[src/rtl/cardinal_pkg.sv]
// cardinal_pkg: shared NIC register map, master FSM states and default widths
package cardinal_pkg;
  localparam int DEF_DATA_W = 64;
  localparam int DEF_CNT_W = 16;
  localparam logic [1:0] NIC_RX_DATA = 2'b00;
  localparam logic [1:0] NIC_RX_STAT = 2'b01;
  localparam logic [1:0] NIC_TX_DATA = 2'b10;
  localparam logic [1:0] NIC_TX_STAT = 2'b11;
  localparam logic PRIO_TX = 1'b0;
  localparam logic PRIO_RX = 1'b1;
  typedef enum logic [2:0] {
    IDLE, TX_POLL, TX_CHK, TX_STORE, RX_POLL, RX_CHK, RX_LOAD, RX_CAP
  } state_t;
endpackage

[src/rtl/cardinal_pe_nic_master.sv]
// cardinal_pe_nic_master: status-polled bridge between TX/RX flit streams and the Cardinal NIC PE port
// clk, reset (sync, active-low); tx_valid/tx_data/tx_ready: flits to store;
// rx_valid/rx_data/rx_ready: captured flits; addr/d_in/d_out/nicEn/nicWrEn: NIC bus;
// tx_cnt/rx_cnt: wrapping counts of completed stores and captured flits.
module cardinal_pe_nic_master
  import cardinal_pkg::*;
#(
  parameter int DATA_W = DEF_DATA_W,
  parameter int CNT_W = DEF_CNT_W
) (
  input  logic              clk,
  input  logic              reset,
  input  logic              tx_valid,
  input  logic [DATA_W-1:0] tx_data,
  output logic              tx_ready,
  output logic              rx_valid,
  output logic [DATA_W-1:0] rx_data,
  input  logic              rx_ready,
  output logic [1:0]        addr,
  output logic [DATA_W-1:0] d_in,
  input  logic [DATA_W-1:0] d_out,
  output logic              nicEn,
  output logic              nicWrEn,
  output logic [CNT_W-1:0]  tx_cnt,
  output logic [CNT_W-1:0]  rx_cnt
);
  state_t state;
  logic prio;
  logic rx_want;
  logic stat;
  assign rx_want = !rx_valid;
  assign stat = d_out[DATA_W-1];
  // Bus outputs decode from the state register alone; a CHK state always
  // separates a poll from the access it guards.
  always_comb begin
    nicEn = state inside {TX_POLL, TX_STORE, RX_POLL, RX_LOAD};
    nicWrEn = state == TX_STORE;
    tx_ready = state == TX_STORE;
    addr = state == TX_POLL ? NIC_TX_STAT :
           state == TX_STORE ? NIC_TX_DATA :
           state == RX_POLL ? NIC_RX_STAT : NIC_RX_DATA;
    d_in = state == TX_STORE ? tx_data : '0;
  end
  always_ff @(posedge clk) begin
    if (!reset) begin
      state <= IDLE;
      prio <= PRIO_TX;
      rx_valid <= 1'b0;
      rx_data <= '0;
      tx_cnt <= '0;
      rx_cnt <= '0;
    end else begin
      if (rx_valid && rx_ready) rx_valid <= 1'b0;
      case (state)
        IDLE: state <= (tx_valid && (prio == PRIO_TX || !rx_want)) ? TX_POLL :
                       rx_want ? RX_POLL : IDLE;
        TX_POLL: state <= TX_CHK;
        TX_CHK: begin
          state <= stat ? IDLE : TX_STORE;
          if (stat) prio <= PRIO_RX;
        end
        TX_STORE: begin
          state <= IDLE;
          tx_cnt <= tx_cnt + 1'b1;
          prio <= PRIO_RX;
        end
        RX_POLL: state <= RX_CHK;
        RX_CHK: begin
          state <= stat ? RX_LOAD : IDLE;
          if (!stat) prio <= PRIO_TX;
        end
        RX_LOAD: state <= RX_CAP;
        RX_CAP: begin
          state <= IDLE;
          rx_data <= d_out;
          rx_valid <= 1'b1;
          rx_cnt <= rx_cnt + 1'b1;
          prio <= PRIO_TX;
        end
        default: state <= IDLE;
      endcase
    end
  end
endmodule

[config.mk]
export PLATFORM = sky130hd
export DESIGN_NAME = cardinal_pe_nic_master
export DESIGN_NICKNAME = d
export VERILOG_FILES = /design/src/rtl/cardinal_pkg.sv /design/src/rtl/cardinal_pe_nic_master.sv
export SDC_FILE = /design/constraint.sdc
export NUM_CORES = 1
export LEC_CHECK = 0
export BUFFER_PORTS_ARGS = -buffer_cell sky130_fd_sc_hd__buf_2
export CAP_MARGIN = 20
export CORE_MARGIN = 2
export CORE_UTILIZATION = 34
export CTS_BUF_LIST = sky130_fd_sc_hd__clkbuf_8
export DETAILED_ROUTE_END_ITERATION = 8
export GPL_TIMING_DRIVEN = 1
export HOLD_SLACK_MARGIN = 0.15
export PLACE_DENSITY_LB_ADDON = 0.08
export SKIP_CTS_REPAIR_TIMING = 1
export SLEW_MARGIN = 25
export SYNTH_ARGS = -nofsm -noshare
export SYNTH_HDL_FRONTEND = slang
export SYNTH_SLANG_ARGS = --single-unit
[constraint.sdc]
create_clock -name clk -period 2.9 [get_ports clk]
set_input_delay 0.145 -clock clk [delete_from_list [all_inputs] [get_ports clk]]
set_output_delay 0.145 -clock clk [all_outputs]
set_load 0.005 [all_outputs]
### Yosys cells after proc, flatten, opt, wreduce, memory -nomap -nowiden

Cells that the tools add are included.

* $add $sub $neg: 2
* equal/unequal tests: 9
* multiplexer cells: 14
* bitwise operators: 1
* reductions and logical operators: 9

Operator list (number)
* $mux W64: 1
* $add A16 B1 Y16 const B: 2
* $pmux W3 S7: 1
* $eq A3 B3 Y1 const B: 4
* $mux W3: 3
* $reduce_bool A4 Y1: 2
* $eq A3 B2 Y1 const B: 2
* $mux W2: 3
* $mux W1: 5
* $ne A2 B2 Y1 const B: 2
* $pmux W1 S4: 1
* $eq A3 B1 Y1 const B: 1
* $logic_not A3 Y1: 1
* $reduce_and A3 Y1: 1
* $logic_and A1 B1 Y1: 2
* $reduce_bool A2 Y1: 1
* $reduce_or A2 Y1: 1
* $logic_or A1 B1 Y1: 1
* $not A1 Y1: 1

* flip-flop bits (word level): 101
* output and inout port bits: 166

### Logic depth before layout (Yosys ltp)

Gate-level depths: netlist (run 1).

* word-level depth: 5
* depth in mapped cells: 7

### Worst setup path before layout (run 1)

Ideal clock, no wire load.

* path type: reg-to-reg
* start: register tx_cnt[2]
* end: register tx_cnt[15]
* library setup time: 0.070 ns
* arrival: 1.438 ns
* data required time: 2.830 ns
* setup slack: 1.392 ns
* cell stages (with the launch flop): 6
* path buffers: 1
* cells stage by stage: dfxtp_1 -> and4_1 -> buf_6 -> nand3_4 -> or4_1 -> a21oi_1

* word-level cells in the longest chain between the ends: 1

RTL lines
* start: declaration: RTL line cardinal_pe_nic_master.sv:24 `output logic [CNT_W-1:0] tx_cnt,`
* start signal: assignment: RTL line cardinal_pe_nic_master.sv:64 `tx_cnt <= tx_cnt + 1'b1;`
* $add A16 B1 Y16: RTL line cardinal_pe_nic_master.sv:64

Every way passes these cells.
A chain may end at the register's enable or synchronous reset.

### Worst setup path in the final report (run 1)

* start: register state[1]
* end: output port d_in[61]

* word-level cells in the longest chain between the ends: 2

RTL lines
* start: declaration: RTL line cardinal_pe_nic_master.sv:27 `state_t state;`
* start signal: assignment: RTL line cardinal_pe_nic_master.sv:55 `IDLE: state <= (tx_valid && (prio == PRIO_TX || !rx_want)) ? TX_POLL :`
* start signal: assignment: RTL line cardinal_pe_nic_master.sv:59 `state <= stat ? IDLE : TX_STORE;`
* start signal: assignment: RTL line cardinal_pe_nic_master.sv:69 `state <= stat ? RX_LOAD : IDLE;`
* $eq A3 B2 Y1: RTL line cardinal_pe_nic_master.sv:42 `d_in = state == TX_STORE ? tx_data : '0;`
* $mux W64: RTL line cardinal_pe_nic_master.sv:42
* end: declaration: RTL line cardinal_pe_nic_master.sv:20 `output logic [DATA_W-1:0] d_in,`

Every way passes these cells.

==> run metrics, run 1 <==
status finished clean; first-pass GRT wire length 20.1 mm; #FFs+latches synth between 100 and 150; Synth cell types 36; Post-DP HPWL 10.4 mm; ANT nets after route 0; Cells after Synth 546; CTS Buf Count 9; vias per inst 4.55; WL final 14.4 mm; Final nets 1019; Die W 116 um; DRT Pass-1 Iters 4; most common cell in the synthesized netlist nand2_1; CTS max path bufs 2; met3 wire length 1.01 mm; total power 2.69 mW; Post-Route M1 WL 5.74 mm; area of the multi-input gates 2090 um2; setup TNS 0 ps; fin crit share between 80% and 90%; HP Class input pin to flop; peak supply drop between 0.15 and 0.2 mV; synthesized area 4300 um2; number of synthesized flops with an enable pin 0; Syn Nets 680; adder-cell share of the synthesized area 0.582%; Setup crit end kind primary output; drt wl/cell ~14 um; Post-Synth XOR/XNOR Area 3.66%; Final Critical Period 2410 ps; CTS Root Cell clkbuf_8; Yosys top cell area share 47.0%; full die area 13600 um2; vias in the first global route 4064; CP required between 2000 and 3000 ps; Fin Clk Skew around 8 ps; slew margin rel. a little under half; CTS clock-pin slew for the worst setup and hold paths around 90 ps; initial antenna violation count 1; asr flop ratio synth 0%; Seq/Total Area, Yosys 47.0%; CP Max Fanout approximately 40; highest routed layer met4; initial core utilization 34.5%; fin. max-slew vios 0; Synth Area per Inst 7.88 um2; max-cap violations 0; layout filler cell count between 1000 and 1500; largest family of logic cells by synthesized area simple AND/OR/NAND/NOR gates; area grow syn2layout 56.6%; largest net degree at the start of global routing 59; via count between 4000 and 5000; Remaining Overflow, GRT 0; ranking of synthesized cells by area dfxtp_1 (47%), nand2_1 (13%), and2_1 (9.7%), a21oi_1 (9.5%), xor2_1 (2.6%); 1st-iter DRT viols 188; Final Hold Violating Endpoints 0; RSZ-0062 raised after global routing no; Die Ht about 120 um; Final Cell Area 6740 um2; CORE AREA 12500 um2; Yosys warnings 0; leakage 3.25 nW; # DRC 0; startpoint types flop; CP arrival 2270 ps; layout cell share with drive strength beyond 1 36.4%; cell row count 41; Synth top cells by count nand2_1 (144), dfxtp_1 (101), a21oi_1 (82); post-synth top area cell dfxtp_1; Least-Margin Pin Slew 797 ps; compound-gate portion of the synthesized area between 10% and 20%; post-synthesis simple-gate area fraction approximately a third; Peak Freq roughly 0.41 GHz; # port buffers 297; clock net sink count 101; Setup CP Type flop to primary output; Power Density roughly 400 nW/um2; predominant post-synthesis flop cell dfxtp_1; CTS tree built; placer congestion estimate around 0.75; WL met2 ~7.5 mm; worst skew pair latency 360 ps; gr usage total 18.8%; sequential cell area 2020 um2; CTS H-Tree Depth 3; DP Area around 5900 um2; final setup violation count 0; mux share of post-synthesis cell area less than 1%; I/O pins 298
## layout make-up
type,instances,area share (%)
clock inverter,5,1.15
tap,172,3.19
sequential,101,30.0
clock buffer,9,1.84
timing repair buffer,368,32.4
inverter,4,0.241
multi-input combinational,401,31.1
antenna,1,0.0371
## sequential cells by signal, summed over array words and instances, names as in the netlist
signal / cells
tx_cnt: 16
rx_cnt: 16
state: 3
prio: 1
rx_valid: 1
rx_data: 64
## through the flow
stage	std cells	setup slack, ps	utilization (%)	hold slack [ps]
floorplan	546	1390	-	267
global placement	980	792	47.1	385
detailed placement	980	718	47.1	390
CTS	994	498	48.7	-18.4
global route	1061	319	54.0	185
finish	1061	487	54.0	167
## metal layers
metal	track usage, %	vias up
met5	0	-
met4	6.75	0
met3	5.60	18
met2	34.0	158
met1	20.8	2187
li1	-	2466
## cell families after synthesis
| kind of cell | after synthesis |
|---|---|
| compound gates | 101 |
| xor+xnor | 18 |
| fa+ha+maj | 2 |
| buf+inv | 44 |
| flops | 101 |
| mux | 2 |
| simple gates | 278 |
## final timing paths
path          startpoint           to  slack, ps  cells after the start
max             state[1]     d_in[61]        490                      4
max reg2reg     state[1]   rx_cnt[11]        690                      4
min             tx_valid     state[2]        170                      4
min reg2reg  rx_data[44]  rx_data[44]        450                      2
## critical path, stage by stage (launching register included)
cell and delay, ps:
dfxtp_1 600, and3b_2 620, buf_4 380, and2_1 180
buf_2 120
## layout by cell type (no fill, tap or decap)
| cell | instances |
|---|---|
| buf_2 | 297 |
| nand2_1 | 144 |
| dfxtp_1 | 101 |
| a21oi_1 | 82 |
| and2_1 | 67 |
| dlygate4sd3_1 | 66 |
| nor2_1 | 19 |
| xor2_1 | 13 |
| nand3_1 | 12 |
| o21ai_0 | 12 |
| clkbuf_8 | 9 |
| or3_1 | 8 |
| and4_1 | 5 |
| nand4_1 | 5 |
| xnor2_1 | 5 |
| buf_4 | 5 |
| inv_1 | 4 |
| or4_1 | 4 |
| o31ai_1 | 3 |
| and3_1 | 3 |
| and3_2 | 2 |
| clkinv_2 | 2 |
| o211ai_1 | 2 |
| mux2i_1 | 2 |
| ha_1 | 2 |
| bufinv_16 | 2 |
| diode_2 | 1 |
| and3b_2 | 1 |
| nor2b_1 | 1 |
| nand3_2 | 1 |
| nand3_4 | 1 |
| and4b_1 | 1 |
| or3_2 | 1 |
| nand4_2 | 1 |
| nand2b_1 | 1 |
| a211oi_1 | 1 |
| nand3b_1 | 1 |
| a221oi_1 | 1 |
| inv_6 | 1 |
## where the power goes
| part | switching [mW] | total [mW] | internal, mW |
|---|---|---|---|
| Sequential | 0.0265 | 1.43 | 1.40 |
| Clock | 0.464 | 0.940 | 0.476 |
| Combinational | 0.134 | 0.319 | 0.185 |
No activity file was read; power rests on OpenSTA's default activity.
==> run 2, diff against run 1 <==
Clock period 2.9 ns to 2.47 ns, I/O delays scaled along.
==> run metrics, run 2 (synthesis gave the netlist of run 1 again) <==
slew margin rel. 44.5% (-2.4 points); CP required 2350 ps (-410 ps); Least-Margin Pin Slew 833 ps (+36.4 ps); placer congestion estimate 0.767 (+1.9%); initial antenna violation count 2 (+1); via count 4889 (+1.2%); peak supply drop 0.238 mV (+27%); Fin Clk Skew 11.6 ps (+3.71 ps); vias per inst 4.58 (+0.67%); fin. max-slew vios 0 (unchanged); Setup CP Type flop to primary output; # port buffers 297 (unchanged); Power Density 455 nW/um2 (+14%); Setup WS pre-CTS 444 ps (-273 ps); largest register by flop count rx_data; Hold Path End state[2]; met3 Use GR 5.40% (-0.21 points); CTS tree built; CTS Buf Count 9 (unchanged); WL final 14.5 mm (+0.31%); leakage 3.26 nW (+0.55%); grt met2 use 35.0% (+0.97 points); Final Hold Violating Endpoints 0 (unchanged); largest net degree at the start of global routing 60 (+1.7%); Hold Crit Start tx_valid; gr usage total 18.8% (about the same); Final nets 1022 (+0.29%); clock net sink count 101 (unchanged); startpoint types flop; initial core utilization 34.5% (unchanged); CTS Root Cell clkbuf_8; layout filler cell count 1232 (+1.4%); worst skew pair latency 370 ps (about the same); Hold WS 154 ps (-13.0 ps); CORE AREA 12500 um2 (unchanged); worst r2r path cells 4 (unchanged); CP arrival 2110 ps (-160 ps); DRT Pass-1 Iters 4 (unchanged); commonest non-fill, non-tap cell in the layout buf_2; CTS clock-pin slew for the worst setup and hold paths 90 ps (about the same); most frequent cells in the layout buf_2 (297), nand2_1 (144), dfxtp_1 (101), a21oi_1 (82), and2_1 (67); status finished clean; total power 3.09 mW (+15%); final setup violation count 0 (unchanged); FF-to-FF Start state[2]; 1st-iter DRT viols 209 (+11%); met1 Use GR 20.6% (-0.26 points); max-cap violations 0 (unchanged); cell row count 41 (unchanged); vias in the first global route 4039 (-0.62%); post-route setup slack 238 ps (-249 ps); Die Ht 116 um (unchanged); Peak Freq 0.448 GHz; first-pass GRT wire length 19.9 mm (-0.72%); GR peak layer met2; hold path depth 4 (unchanged); Final Critical Period 2230 ps; Post-DP HPWL 10.5 mm (+0.98%); # DRC 0 (unchanged); biggest regs rx_data (64), rx_cnt (16), tx_cnt (16); Setup crit end kind primary output; CP Max Fanout 38 (-7.3%); I/O pins 298 (unchanged); Reg-to-Reg End rx_data[20]; RSZ-0062 raised after global routing no; fin crit share between 90% and 100%; Die W 116 um (unchanged); R2R setup slack 540 ps (-150 ps); drt wl/cell 13.5 um (-0.25%); CTS max path bufs 2 (unchanged); crit path from state[1]; HP Class input pin to flop; area grow syn2layout 57.5%; CTS H-Tree Depth 3 (unchanged); layout cell share with drive strength beyond 1 36.6% (+0.24 points); Remaining Overflow, GRT 0 (unchanged); setup TNS 0 ps (unchanged); ANT nets after route 0 (unchanged); full die area 13600 um2 (unchanged); max reg flops 64 (unchanged)
run 2: routing by layer:
metal	vias to the layer above	wire length, um
met5	-	0
met3	11	1080
li1	2479	-
met4	0	137
met1	2227	5520
met2	172	7720
run 2: metrics by stage:
step / cells / cell area, um2 / util (%)
4_1_cts: 999 / 6110 / 49.0
5_1_grt: 1067 / 6780 / 54.4
3_3_place_gp: 983 / 5920 / 47.5
6_report: 1067 / 6780 / 54.4
3_5_place_dp: 983 / 5920 / 47.5
2_1_floorplan: 546 / 4300 / -
run 2: worst max path at each step:
stage / slack, ps / endpoint
floorplan: 960 / tx_cnt[15]
global placement: 520 / tx_cnt[14]
detailed placement: 440 / tx_cnt[11]
CTS: 110 / d_in[29]
global route: 40 / d_in[29]
finish: 240 / d_in[29]
run 2: final cells by class:
class                           instances  area [um2]  area share (%)
Timing Repair Buffer                  371        2230            32.9
Clock inverter                          7        67.6           0.997
Antenna cell                            2        5.00          0.0738
Sequential cell                       101        2020            29.8
Inverter                                4        16.3           0.240
Clock buffer                            9         124            1.83
Multi-Input combinational cell        401        2100            30.9
Tap cell                              172         215            3.17
run 2: worst max-delay path, cell delays in order (launching register included):
cell	delay, ps
dfxtp_1	580
and3b_4	500
buf_4	360
and2_1	180
buf_2	110
run 2: where the power goes:
group          leakage, nW  internal, mW  switching [mW]  total, mW
Combinational         2.35         0.222           0.154      0.376
Clock                0.102         0.466           0.566       1.03
Sequential           0.814          1.65          0.0315       1.68
